### config.mk
export PLATFORM = sky130hd
export DESIGN_NAME = bcd_operand_loader
export DESIGN_NICKNAME = d
export VERILOG_FILES = /design/src/rtl/bcd_operand_loader.sv
export SDC_FILE = /design/constraint.sdc
export NUM_CORES = 1
export LEC_CHECK = 0
export ABC_AREA = 1
export BUFFER_PORTS_ARGS = -buffer_cell sky130_fd_sc_hd__buf_4
export CAP_MARGIN = 20
export CORE_AREA = 2 2 318 320
export DETAILED_ROUTE_END_ITERATION = 8
export DIE_AREA = 0 0 320 322
export PLACE_DENSITY = 0.51
export REMOVE_ABC_BUFFERS = 1
export SLEW_MARGIN = 20
export SYNTH_ARGS = -nofsm -noshare
export SYNTH_HDL_FRONTEND = slang
export SYNTH_SLANG_ARGS = --single-unit
### constraint.sdc
create_clock -name clk -period 39.6 [get_ports clk]
set_clock_uncertainty 0.15 [all_clocks]
set_input_delay 7.92 -clock clk [delete_from_list [all_inputs] [get_ports clk]]
set_output_delay 7.92 -clock clk [all_outputs]
set_load 0.02 [all_outputs]
### src/rtl/bcd_operand_loader.sv
// Serial BCD front end: shifts MS-first digits into A, then B, then holds {a, b, cin} for the adder.
// Latency: out_valid rises the cycle after B's last accept; in_ready is low in HOLD, so the source holds its digit.
// Optional `BCD_CHECK_EN: non-BCD digits are stored as 0 and raise a sticky err for the operand pair.
module bcd_operand_loader #(
  parameter int DIGITS = 100
) (
  input  logic                clk,
  input  logic                rst,
  input  logic                in_valid,
  output logic                in_ready,
  input  logic [3:0]          in_digit,
  input  logic                in_cin,
  output logic [4*DIGITS-1:0] a,
  output logic [4*DIGITS-1:0] b,
  output logic                cin,
  output logic                out_valid,
  input  logic                out_ready,
  output logic                err
);
  localparam int CW = (DIGITS > 1) ? $clog2(DIGITS) : 1;
  localparam logic [CW-1:0] LAST = CW'(DIGITS - 1);

  typedef enum logic [1:0] {LOAD_A, LOAD_B, HOLD} state_t;

  state_t        state;
  state_t        state_nxt;
  logic [CW-1:0] cnt;
  logic          accept;
  logic          last_digit;
  logic          first_a;
  logic [3:0]    digit_st;

  assign accept     = in_valid & in_ready;
  assign last_digit = (cnt == LAST);
  assign first_a    = (state == LOAD_A) && (cnt == '0);

  always_ff @(posedge clk or posedge rst) begin
    if (rst) begin
      state <= LOAD_A;
    end else begin
      state <= state_nxt;
    end
  end

  always_comb begin
    state_nxt = state;
    case (state)
      LOAD_A:  if (accept && last_digit) state_nxt = LOAD_B;
      LOAD_B:  if (accept && last_digit) state_nxt = HOLD;
      HOLD:    if (out_ready) state_nxt = LOAD_A;
      default: state_nxt = LOAD_A;
    endcase
  end

  // Handshake outputs depend on registered state only.
  always_comb begin
    in_ready  = 1'b0;
    out_valid = 1'b0;
    case (state)
      LOAD_A, LOAD_B: in_ready  = 1'b1;
      HOLD:           out_valid = 1'b1;
      default: ;
    endcase
  end

  always_ff @(posedge clk or posedge rst) begin
    if (rst) begin
      cnt <= '0;
    end else if (accept) begin
      cnt <= last_digit ? '0 : cnt + CW'(1);
    end
  end

  always_ff @(posedge clk or posedge rst) begin
    if (rst) begin
      a   <= '0;
      b   <= '0;
      cin <= 1'b0;
    end else if (accept) begin
      if (state == LOAD_A) begin
        a <= {a[4*DIGITS-5:0], digit_st};
        if (cnt == '0) cin <= in_cin;
      end else begin
        b <= {b[4*DIGITS-5:0], digit_st};
      end
    end
  end

`ifdef BCD_CHECK_EN
  logic bad_digit;

  assign bad_digit = (in_digit > 4'd9);
  assign digit_st  = bad_digit ? 4'h0 : in_digit;

  // The first A digit of a pair restarts the flag rather than or-ing into it.
  always_ff @(posedge clk or posedge rst) begin
    if (rst) begin
      err <= 1'b0;
    end else if (accept) begin
      if (first_a) begin
        err <= bad_digit;
      end else if (bad_digit) begin
        err <= 1'b1;
      end
    end
  end
`else
  logic unused_first_a;

  assign unused_first_a = first_a;
  assign digit_st       = in_digit;
  assign err            = 1'b0;
`endif

endmodule
# ---- Word-level counts from Yosys, hierarchy flattened
# Cells that the tools add are included.
dict set report totals {
  ff_bits 810
  input_bits 9
  output_inout_bits 804
  word_cells 29
}
dict set report op_classes {
  n_addsub 1
  n_eq_ne 6
  mux 7
  bitwise 2
  reduce_logical 8
}
# op count
set ops {}
lappend ops {{adder 7 x 1 -> 7 bit (second input constant)} 1}
lappend ops {{== test 7 bit (second input constant)} 1}
lappend ops {{zero test 7 bit} 1}
lappend ops {{2-to-1 mux 7 bit} 1}
lappend ops {{2-to-1 mux 2 bit} 3}
lappend ops {{!= test 2 bit (second input constant)} 3}
lappend ops {{case mux 2 bit (3 select lines)} 1}
lappend ops {{AND reduction 3 bit} 2}
lappend ops {{AND reduction 2 bit} 2}
lappend ops {{== test 2 x 1 -> 1 bit (second input constant)} 1}
lappend ops {{== test 2 bit (second input constant)} 1}
lappend ops {{zero test 2 bit} 1}
lappend ops {{2-to-1 mux 1 bit} 2}
lappend ops {{OR reduction 2 bit} 1}
lappend ops {{AND 1 bit} 1}
lappend ops {{logical AND 1 bit} 1}
lappend ops {{NOT 1 bit} 1}

# ---- Longest topological paths before layout
# Gate-level depths: netlist of the first run.
dict set report logic_depth {
  word_depth 7
  ltp_mapped 8
  mapped_depth_nobuf 7
}

# ---- Least setup slack after synthesis of the first run
# No wires, ideal clock.
dict set report synth_path {
  kind {register -> output}
  start {register state[0]}
  end {output port out_valid}
  t_arrival_ns 1.104
  setup_slack_ns 30.426
  path_stages_with_launch 5
  n_path_buf 3
  cell_sequence {dfrtp_1 > buf_2 > buf_6 > clkbuf_1 > nor2_1}
}
dict set report synth_between {
  elab_chain_cells 2
}
# item line
set synth_rtl {}
lappend synth_rtl {{start, declared} 25} ;# state_t state;
lappend synth_rtl {{start signal, assigned} 41} ;# state <= state_nxt;
lappend synth_rtl {{== test 2 bit} 59} ;# case (state)
lappend synth_rtl {{2-to-1 mux 1 bit} 59}
lappend synth_rtl {{end, declared} 16} ;# output logic out_valid,
# Every way passes these cells.

==> results of run 1 <==
worst paths after layout:
check / startpoint / to / slack [ns] / depth (start not counted)
max: rst / b[28]$_DFFE_PP0P_ / 27.59 / 7
min: a[80]$_DFFE_PP0P_ / a[84]$_DFFE_PP0P_ / 0.33 / 2
max reg2reg: state[1]$_DFFE_PP0P_ / a[134]$_DFFE_PP0P_ / 35.62 / 7
min reg2reg: a[80]$_DFFE_PP0P_ / a[84]$_DFFE_PP0P_ / 0.33 / 2
max in group clk: in_valid / a[86]$_DFFE_PP0P_ / 28.70 / 7
min in group asynchronous: rst / a[156]$_DFFE_PP0P_ / 7.27 / 2
cell usage in the layout, fill, tap and decap left out, drive strengths merged:
cell type / instances
nor3: 1
inv: 19
buf: 836
o21ai: 410
clkinv: 19
and3: 1
o32ai: 1
bufinv: 5
nand3: 8
clkinvlp: 2
nand4: 3
a21oi: 1
ha: 2
conb: 1
clkbuf: 139
xor2: 1
nand2: 2003
nor2: 13
dfrtp: 810
state kept, by name, indices dropped and copies added, names as in the netlist:
name / flops
cin: 1
b: 400
cnt: 7
a: 400
state: 2
critical path: stages:
cell and delay, ns:
buf_4 0.13, inv_8 0.56, buf_12 0.63, buf_4 0.74, buf_4 0.62, buf_4 0.69, buf_4 0.83
final cells by class:
| class | instances | area [um^2] | share of cell area (%) |
|---|---|---|---|
| multi-input combinational | 2445 | 9777 | 23.76 |
| timing repair buffer | 836 | 6326 | 15.37 |
| clock inverter | 30 | 321.6 | 0.7815 |
| inverter | 15 | 71.32 | 0.1733 |
| tap | 1298 | 1624 | 3.947 |
| sequential | 810 | 20270 | 49.27 |
| clock buffer | 139 | 2754 | 6.693 |
power groups by stage:
stage	clock [mW]	combinational [mW]	sequential, mW
floorplan	0	0.0994	1.01
global placement	0	0.322	0.954
detailed placement	0	0.322	0.953
CTS	0.896	0.322	0.940
global route	0.932	0.347	0.947
finish	0.871	0.317	0.940
stage by stage:
stage | total power [mW] | area (um^2) | std cells | util (%) | setup WS (ns)
finish | 2.128 | 41150 | 5573 | 41.33 | 27.59
global route | 2.226 | 41150 | 5573 | 41.33 | 26.87
CTS | 2.158 | 41150 | 5573 | 41.33 | 27.43
detailed placement | 1.275 | 38070 | 5404 | 38.24 | 26.73
global placement | 1.276 | 38070 | 5404 | 38.24 | 26.66
floorplan | 1.105 | 30090 | 3270 | - | 8.781
metal layers:
metal	vias up	track usage (%)	wire length [um]	share of wire [%]
met5	-	0	0	0
met4	0	8.336	4090	3.7
li1	12280	-	-	-
met3	169	8.941	11440	10
met1	12380	25.77	45090	41
met2	806	31.15	48770	45
cell families after synthesis:
logic type	count (synthesis)	share of synthesized area, %
AO/OA/AOI/OAI	412	6.620
XOR/XNOR	1	0.02807
adder cells (fa/ha/maj)	2	0.08019
buffers and inverters	237	3.749
flip-flops	810	64.96
other	1	0.01202
AND/OR/NAND/NOR	2029	24.55
==> results.json, run 1 <==
{
  "status": "completed",
  "avgSynthCellArea_um2": 8.935,
  "io_pins": 813,
  "worst_setup_path_end_kind": "async pin",
  "yosysTopAreaCell": "dfrtp_1",
  "period_needed_ns": 12.01,
  "yosys_warnings": 0,
  "power.switching_uw": 640.8,
  "fmax_mhz": 83.28,
  "die_w_um": 320,
  "clkLatencyLatePin_ns": 0.66,
  "finalCritPeriodShare_pct": 30.32,
  "synth_cell_types": 24,
  "drv_slew": 0,
  "gp_congestion": 0.8035,
  "firstDrtPassIters": 7,
  "p_clk_share_pct": 40.9,
  "comb_power_share_pct": 14.9,
  "grt_pass1_wl_mm": 163.2,
  "fin_tns_setup_ns": 0,
  "hpwlAfterDp_mm": 73.44,
  "synth_edf_count": 0,
  "drtAntennaViolNets": 0,
  "num-nets-final": 4213,
  "p_seq_share_pct": 44.2,
  "die_y_um": 322,
  "wire_per_inst_um": 19.63,
  "clock_path_buffers": 3,
  "grt_util_all_layers_pct": 20.59,
  "internal_power_mw": 1.487,
  "synthCells": 3492,
  "cts_resized": 0,
  "antenna_cells": 0,
  "yosysMostFrequentCell": "nand2_1",
  "dr_total_vias": 25630,
  "routed_wl_mm": 109.4,
  "synthFlopType": "dfrtp_1",
  "port_buffers": 811,
  "numCtsBuffers": 94,
  "yosysSeqAreaShare_pct": 64.96,
  "yosys_register_bits": 810,
  "synthesis.area_um2": 31200,
  "via_per_inst": 4.599,
  "leakage_nw": 23.99,
  "cts.sinks": 810,
  "area_delta_synth_final_pct": 31.87,
  "ys_top_cells_by_area": "dfrtp_1, nand2_1, o21ai_0",
  "cts-root-buf": "clkbuf_16",
  "cap_viol_max_count": 0,
  "die-area_um2": 103000,
  "drive_above_1_share_pct": 23.11,
  "std_cell_rows": 116,
  "holdWs_ns": 0.3295,
  "ir_drop_mv": 0.03671,
  "antenna_found_initial": 3,
  "path_max_fanout": 145,
  "n_fill_cell": 9941,
  "synth.cells.most_frequent": "nand2_1, dfrtp_1, o21ai_0",
  "hold_path_class": "register to register",
  "drc": 0,
  "start_util_pct": 31.34,
  "drt_iter0_drc": 2303,
  "required_ns": 40.09,
  "powerDensity_nw_per_um2": 51.71,
  "startpoint_type": "input port",
  "htreeDepth": 3,
  "path_clk_slew_ns": 0.06,
  "yosysTopAreaCellShare_pct": 64.96,
  "grt_overflow": 0,
  "synthArstFlopShare_pct": 100.0,
  "cts_tree": "yes",
  "slew_headroom_pct": 18.21,
  "rsz0062_at_grt": "no",
  "cts_setup_buffers": 0,
  "critical_path_class": "input port to async pin",
  "worst_slew_pin_slew_ns": 1.227,
  "cp.arrival_ns": 12.50,
  "power_switching_share_pct": 30.12,
  "core_um2": 99570,
  "grt_max_degree": 236,
  "first_global_vias": 24780,
  "hold_buffers": 0,
  "setup_viol": 0,
  "hold_viol_final": 0
}
Note: power is estimated with default switching activity, not from simulation.
==> run 2: changes to the inputs <==
- ABC_AREA: 1 -> 0
- CORE_AREA: 2 2 318 320 -> 2 2 312 314
- DIE_AREA: 0 0 320 322 -> 0 0 314 316
- clock period: 39.6 -> 11.25 ns (I/O delays scaled with it)
==> run 2 against run 1 <==
Effect of this change: combinational power rose to 5.1 times the previous value; routed wire length shrank 25%; utilization rose by 0.67 points; area after synthesis down 3.5%; critical endpoint is now b[225]$_DFFE_PP0P_.
==> results.json, run 2 <==
{
  "drive_above_1_share_pct": 67.00,
  "r2r_slack_ns": 7.41,
  "fin_tns_setup_ns": 0,
  "finalCritPeriodShare_pct": 45.81,
  "hold_path_class": "register to register",
  "drt_iter0_drc": 749,
  "fmax_mhz": 194.0,
  "area_delta_synth_final_pct": 33.87,
  "cts_setup_buffers": 0,
  "antenna_found_initial": 0,
  "grt_util_all_layers_pct": 16.13,
  "top_regs": "a x400, b x400, cnt x7",
  "synth_edf_count": 0,
  "synthArstFlopShare_pct": 100.0,
  "routed_wl_mm": 81.89,
  "yosys_warnings": 0,
  "status": "completed",
  "numCtsBuffers": 90,
  "num-nets-final": 2582,
  "synth_top_family_by_area": "multiplexers",
  "yosysMostFrequentCell": "dfrtp_1",
  "final_cell_mix": "buf_4, dfrtp_1, mux2_2",
  "hold_depth": 1,
  "synth-compound-area-share_pct": 0.2825,
  "final_common_cell": "buf_4",
  "gp_congestion": 0.7855,
  "pre_cts_ws_ns": 5.567,
  "htreeDepth": 3,
  "cts_tree": "yes",
  "endpoint": "b[225]$_DFFE_PP0P_",
  "drtAntennaViolNets": 0,
  "die-area_um2": 99220,
  "port_buffers": 811,
  "cap_viol_max_count": 0,
  "cts_resized": 0,
  "slew_headroom_pct": 31.42,
  "synthCells": 1746,
  "setup_slack_ns": 6.097,
  "grt_overflow": 0,
  "rsz0062_at_grt": "no",
  "start_util_pct": 31.38,
  "leakage_nw": 21.48,
  "cts-root-buf": "clkbuf_16",
  "fin_util_pct": 42.00,
  "cp.arrival_ns": 5.52,
  "drv_slew": 0,
  "hpwlAfterDp_mm": 59.21,
  "grt_max_degree": 207,
  "ys_top_cells_by_area": "dfrtp_1, mux2_2, buf_4",
  "std_cell_rows": 114,
  "avgSynthCellArea_um2": 17.25,
  "grt_pass1_wl_mm": 121.5,
  "worst_setup_path_end_kind": "register",
  "worst-r2r-cell-count": 5,
  "worst_slew_pin_slew_ns": 1.029,
  "yosys_register_bits": 810,
  "synth_cell_types": 32,
  "rr_startpoint": "state[1]$_DFFE_PP0P_",
  "hold_buffers": 0,
  "path_clk_slew_ns": 0.05,
  "powerDensity_nw_per_um2": 194.9,
  "die_y_um": 316,
  "firstDrtPassIters": 4,
  "critical_path_class": "input port to register",
  "startpoint_type": "input port",
  "via_per_inst": 4.510,
  "placed_cells": 3754,
  "dr_total_vias": 17620,
  "clkLatencyLatePin_ns": 0.65,
  "yosysSeqAreaShare_pct": 67.30,
  "wire_per_inst_um": 20.96,
  "hold_viol_final": 0,
  "first_global_vias": 18570,
  "synth.cells.most_frequent": "dfrtp_1, mux2_2, buf_2",
  "synthesis.area_um2": 30120,
  "synthFlopType": "dfrtp_1",
  "yosys.area_share.simple_pct": 0.4071,
  "io_pins": 813,
  "critPathLaunch": "in_valid",
  "yosysTopAreaCellShare_pct": 67.30,
  "ir_drop_mv": 0.1612,
  "die_w_um": 314,
  "core_um2": 95990,
  "required_ns": 11.61,
  "period_needed_ns": 5.153,
  "drc": 0,
  "yosysTopAreaCell": "dfrtp_1",
  "cts.sinks": 810,
  "synth_mux_area_share_pct": 29.95,
  "rr_endpoint": "b[225]$_DFFE_PP0P_",
  "synth_xor_area_share_pct": 0.05816,
  "yosys.area_share.adder_pct": 0.08308,
  "clock_path_buffers": 3,
  "path_max_fanout": 167,
  "setup_viol": 0,
  "fin_cells": 3907
}
run 2: cell types whose count changed after synthesis, moves of 7 or more:
cell,previous run,this run
inv_1,13,6
nor2_1,12,1
clkbuf_1,82,2
mux2_2,0,800
buf_2,95,48
nand2_1,2002,4
o21ai_0,406,3
run 2: cells by family (layout without fill, tap and decap cells):
logic type	after synthesis	count (layout)
DFF	810	810
muxes	801	801
buffers and inverters	97	981
and+or+nand+nor	21	21
AOI/OAI and AO/OA	12	12
adders and majority gates	2	2
xor gates and xnor gates	2	2
other	1	2
run 2: cell type report:
cell class | count | area (um^2)
diodes | 1 | 2.502
clock buffers | 129 | 2643
clock inverters | 22 | 205.2
fillers | 8983 | 55680
inverters | 6 | 30.03
multi-input cells | 839 | 9288
flip-flops and latches | 810 | 20270
well taps | 1276 | 1597
repair buffers | 824 | 6285
run 2: power by group:
part / internal (mW) / total, mW / switching, mW
clock: 1.69 / 2.84 / 1.16
combinational: 0.743 / 1.63 / 0.884
sequential: 3.17 / 3.39 / 0.217
run 2: worst max-delay path: stages:
cell,delay [ns]
buf_4,0.12
nor2b_1,0.24
nand2_4,0.69
buf_12,0.64
buf_12,0.67
mux2_2,0.42
run 2: metrics by stage:
step / area, um^2 / power (mW) / hold slack [ns]
global placement: 37440 / 5.067 / 0.3329
global route: 40320 / 8.248 / 0.3717
floorplan: 29570 / 4.712 / 0.3302
finish: 40320 / 7.860 / 0.3501
CTS: 40280 / 8.002 / 0.3506
detailed placement: 37440 / 5.094 / 0.3372
run 2: worst min-delay path by stage:
| stage | from | end | slack [ns] |
|---|---|---|---|
| floorplan | cnt[4]$_DFFE_PP0N_ | cnt[4]$_DFFE_PP0N_ | 0.33 |
| global placement | cin$_DFFE_PP0P_ | cin$_DFFE_PP0P_ | 0.33 |
| detailed placement | cin$_DFFE_PP0P_ | cin$_DFFE_PP0P_ | 0.34 |
| CTS | cin$_DFFE_PP0P_ | cin$_DFFE_PP0P_ | 0.35 |
| global route | a[397]$_DFFE_PP0P_ | a[397]$_DFFE_PP0P_ | 0.37 |
| finish | cin$_DFFE_PP0P_ | cin$_DFFE_PP0P_ | 0.35 |
run 2: layer usage:
layer	up-vias	global-route usage, %	part of all wire [%]
li1	7882	-	-
met1	9084	16.84	35
met2	522	29.19	53
met3	134	5.503	7.6
met4	0	7.297	4.1
met5	-	0	0
==> run 3: changes to the inputs <==
- clock period: 11.25 -> 5.4 ns (I/O delays scaled with it)
==> run 3 against run 2 <==
Effect of this change: via count is 0.73% higher; utilization grew 0.38 points; first-iteration DRC count rose by 3.7%; worst setup slack worse by 3.6 ns; routed wire length rose by 0.70%; non-clock buffer count increased by 15; largest cell class unchanged; highest routed layer unchanged.
==> results.json, run 3 (synthesis results as in run 2) <==
{
  "status": "completed",
  "top_regs": "a x400, b x400, cnt x7",
  "gp_congestion": 0.7805,
  "numCtsBuffers": 90,
  "firstDrtPassIters": 4,
  "drive_above_1_share_pct": 67.24,
  "p_clk_share_pct": 37.4,
  "cts_tree": "yes",
  "clkLatencyLatePin_ns": 0.65,
  "dr_total_vias": 17750,
  "fin_tns_setup_ns": 0,
  "die-area_um2": 99220,
  "setup_slack_ns": 2.504,
  "start_util_pct": 31.38,
  "final_common_cell": "buf_4",
  "cts.sinks": 810,
  "htreeDepth": 3,
  "num-nets-final": 2597,
  "internal_power_mw": 11.96,
  "critical_path_class": "input port to register",
  "die_y_um": 316,
  "pre_cts_ws_ns": 1.919,
  "port_buffers": 811,
  "slew_headroom_pct": 40.65,
  "first_global_vias": 18600,
  "fmax_mhz": 345.2,
  "die_w_um": 314,
  "grt_overflow": 0,
  "powerDensity_nw_per_um2": 411.6,
  "core_um2": 95990,
  "holdWs_ns": 0.3532,
  "grt_util_all_layers_pct": 16.10,
  "setup_viol": 0,
  "cts_setup_buffers": 0,
  "final_cell_mix": "buf_4, dfrtp_1, mux2_2",
  "ir_drop_mv": 0.3435,
  "antenna_found_initial": 1,
  "cap_viol_max_count": 0,
  "area_delta_synth_final_pct": 35.06,
  "wire_per_inst_um": 20.95,
  "path_max_fanout": 71,
  "rsz0062_at_grt": "no",
  "path_clk_slew_ns": 0.06,
  "drtAntennaViolNets": 0,
  "std_cell_rows": 114,
  "period_needed_ns": 2.896,
  "grt_max_degree": 117,
  "final_area_um2": 40680,
  "power_switching_share_pct": 28.59,
  "p_seq_share_pct": 42.2,
  "routed_wl_mm": 82.47,
  "cp.arrival_ns": 3.27,
  "hold_buffers": 0,
  "drv_slew": 0,
  "startpoint_type": "input port",
  "finalCritPeriodShare_pct": 53.64,
  "drt_iter0_drc": 777,
  "leakage_nw": 21.67,
  "fin_util_pct": 42.38,
  "cts-root-buf": "clkbuf_16",
  "worst_setup_path_end_kind": "register",
  "hpwlAfterDp_mm": 60.43,
  "hold_path_class": "register to register",
  "cts_resized": 0,
  "io_pins": 813,
  "comb_power_share_pct": 20.4,
  "post_dp_cell_area_um2": 37640,
  "hold_viol_final": 0,
  "power.switching_mw": 4.787,
  "required_ns": 5.78,
  "worst_slew_pin_slew_ns": 0.8903,
  "grt_pass1_wl_mm": 121.2,
  "drc": 0,
  "via_per_inst": 4.510,
  "clock_path_buffers": 3
}
-- run 3: critical path, stage by stage --
cell and delay (ns):
buf_4 0.10, nor2b_1 0.59, nand2_4 0.48, buf_4 0.52, mux2_2 0.39
-- run 3: layout make-up --
cell class / count / area (um^2)
Multi-Input combinational cell: 839 / 9288
Timing Repair Buffer: 839 / 6461
Tap cell: 1276 / 1597
Clock inverter: 30 / 360.3
Fill cell: 8872 / 55320
Antenna cell: 4 / 10.01
Sequential cell: 810 / 20270
Inverter: 6 / 30.03
Clock buffer: 132 / 2664
-- run 3: per-layer routing --
metal,global-route usage [%],wire length (um)
met5,0,0
met4,7.884,3594
met3,5.339,6065
met2,28.62,43350
met1,17.12,29460
-- run 3: final timing paths --
kind / end / start / depth (start not counted) / slack (ns)
setup / recovery: b[242]$_DFFE_PP0P_ / in_valid / 5 / 2.50
hold / removal: b[396]$_DFFE_PP0P_ / b[396]$_DFFE_PP0P_ / 1 / 0.35
setup reg to reg: b[242]$_DFFE_PP0P_ / state[1]$_DFFE_PP0P_ / 4 / 2.59
hold reg to reg: b[396]$_DFFE_PP0P_ / b[396]$_DFFE_PP0P_ / 1 / 0.35
max in group asynchronous: a[376]$_DFFE_PP0P_ / rst / 4 / 3.37
min in group asynchronous: a[284]$_DFFE_PP0P_ / rst / 2 / 0.38
-- run 3: through the flow --
step / power (mW) / cells
floorplan: 9.810 / 1655
global placement: 10.60 / 3770
detailed placement: 10.65 / 3770
CTS: 17.05 / 3932
global route: 17.52 / 3933
finish: 16.74 / 3936
-- run 3: power by group through the flow --
stage,Combinational (mW),Clock [mW],Sequential (mW)
2_1_floorplan,2.10,0,7.71
3_3_place_gp,3.45,0,7.15
3_5_place_dp,3.48,0,7.17
4_1_cts,3.49,6.49,7.07
5_1_grt,3.65,6.72,7.15
6_report,3.42,6.26,7.06
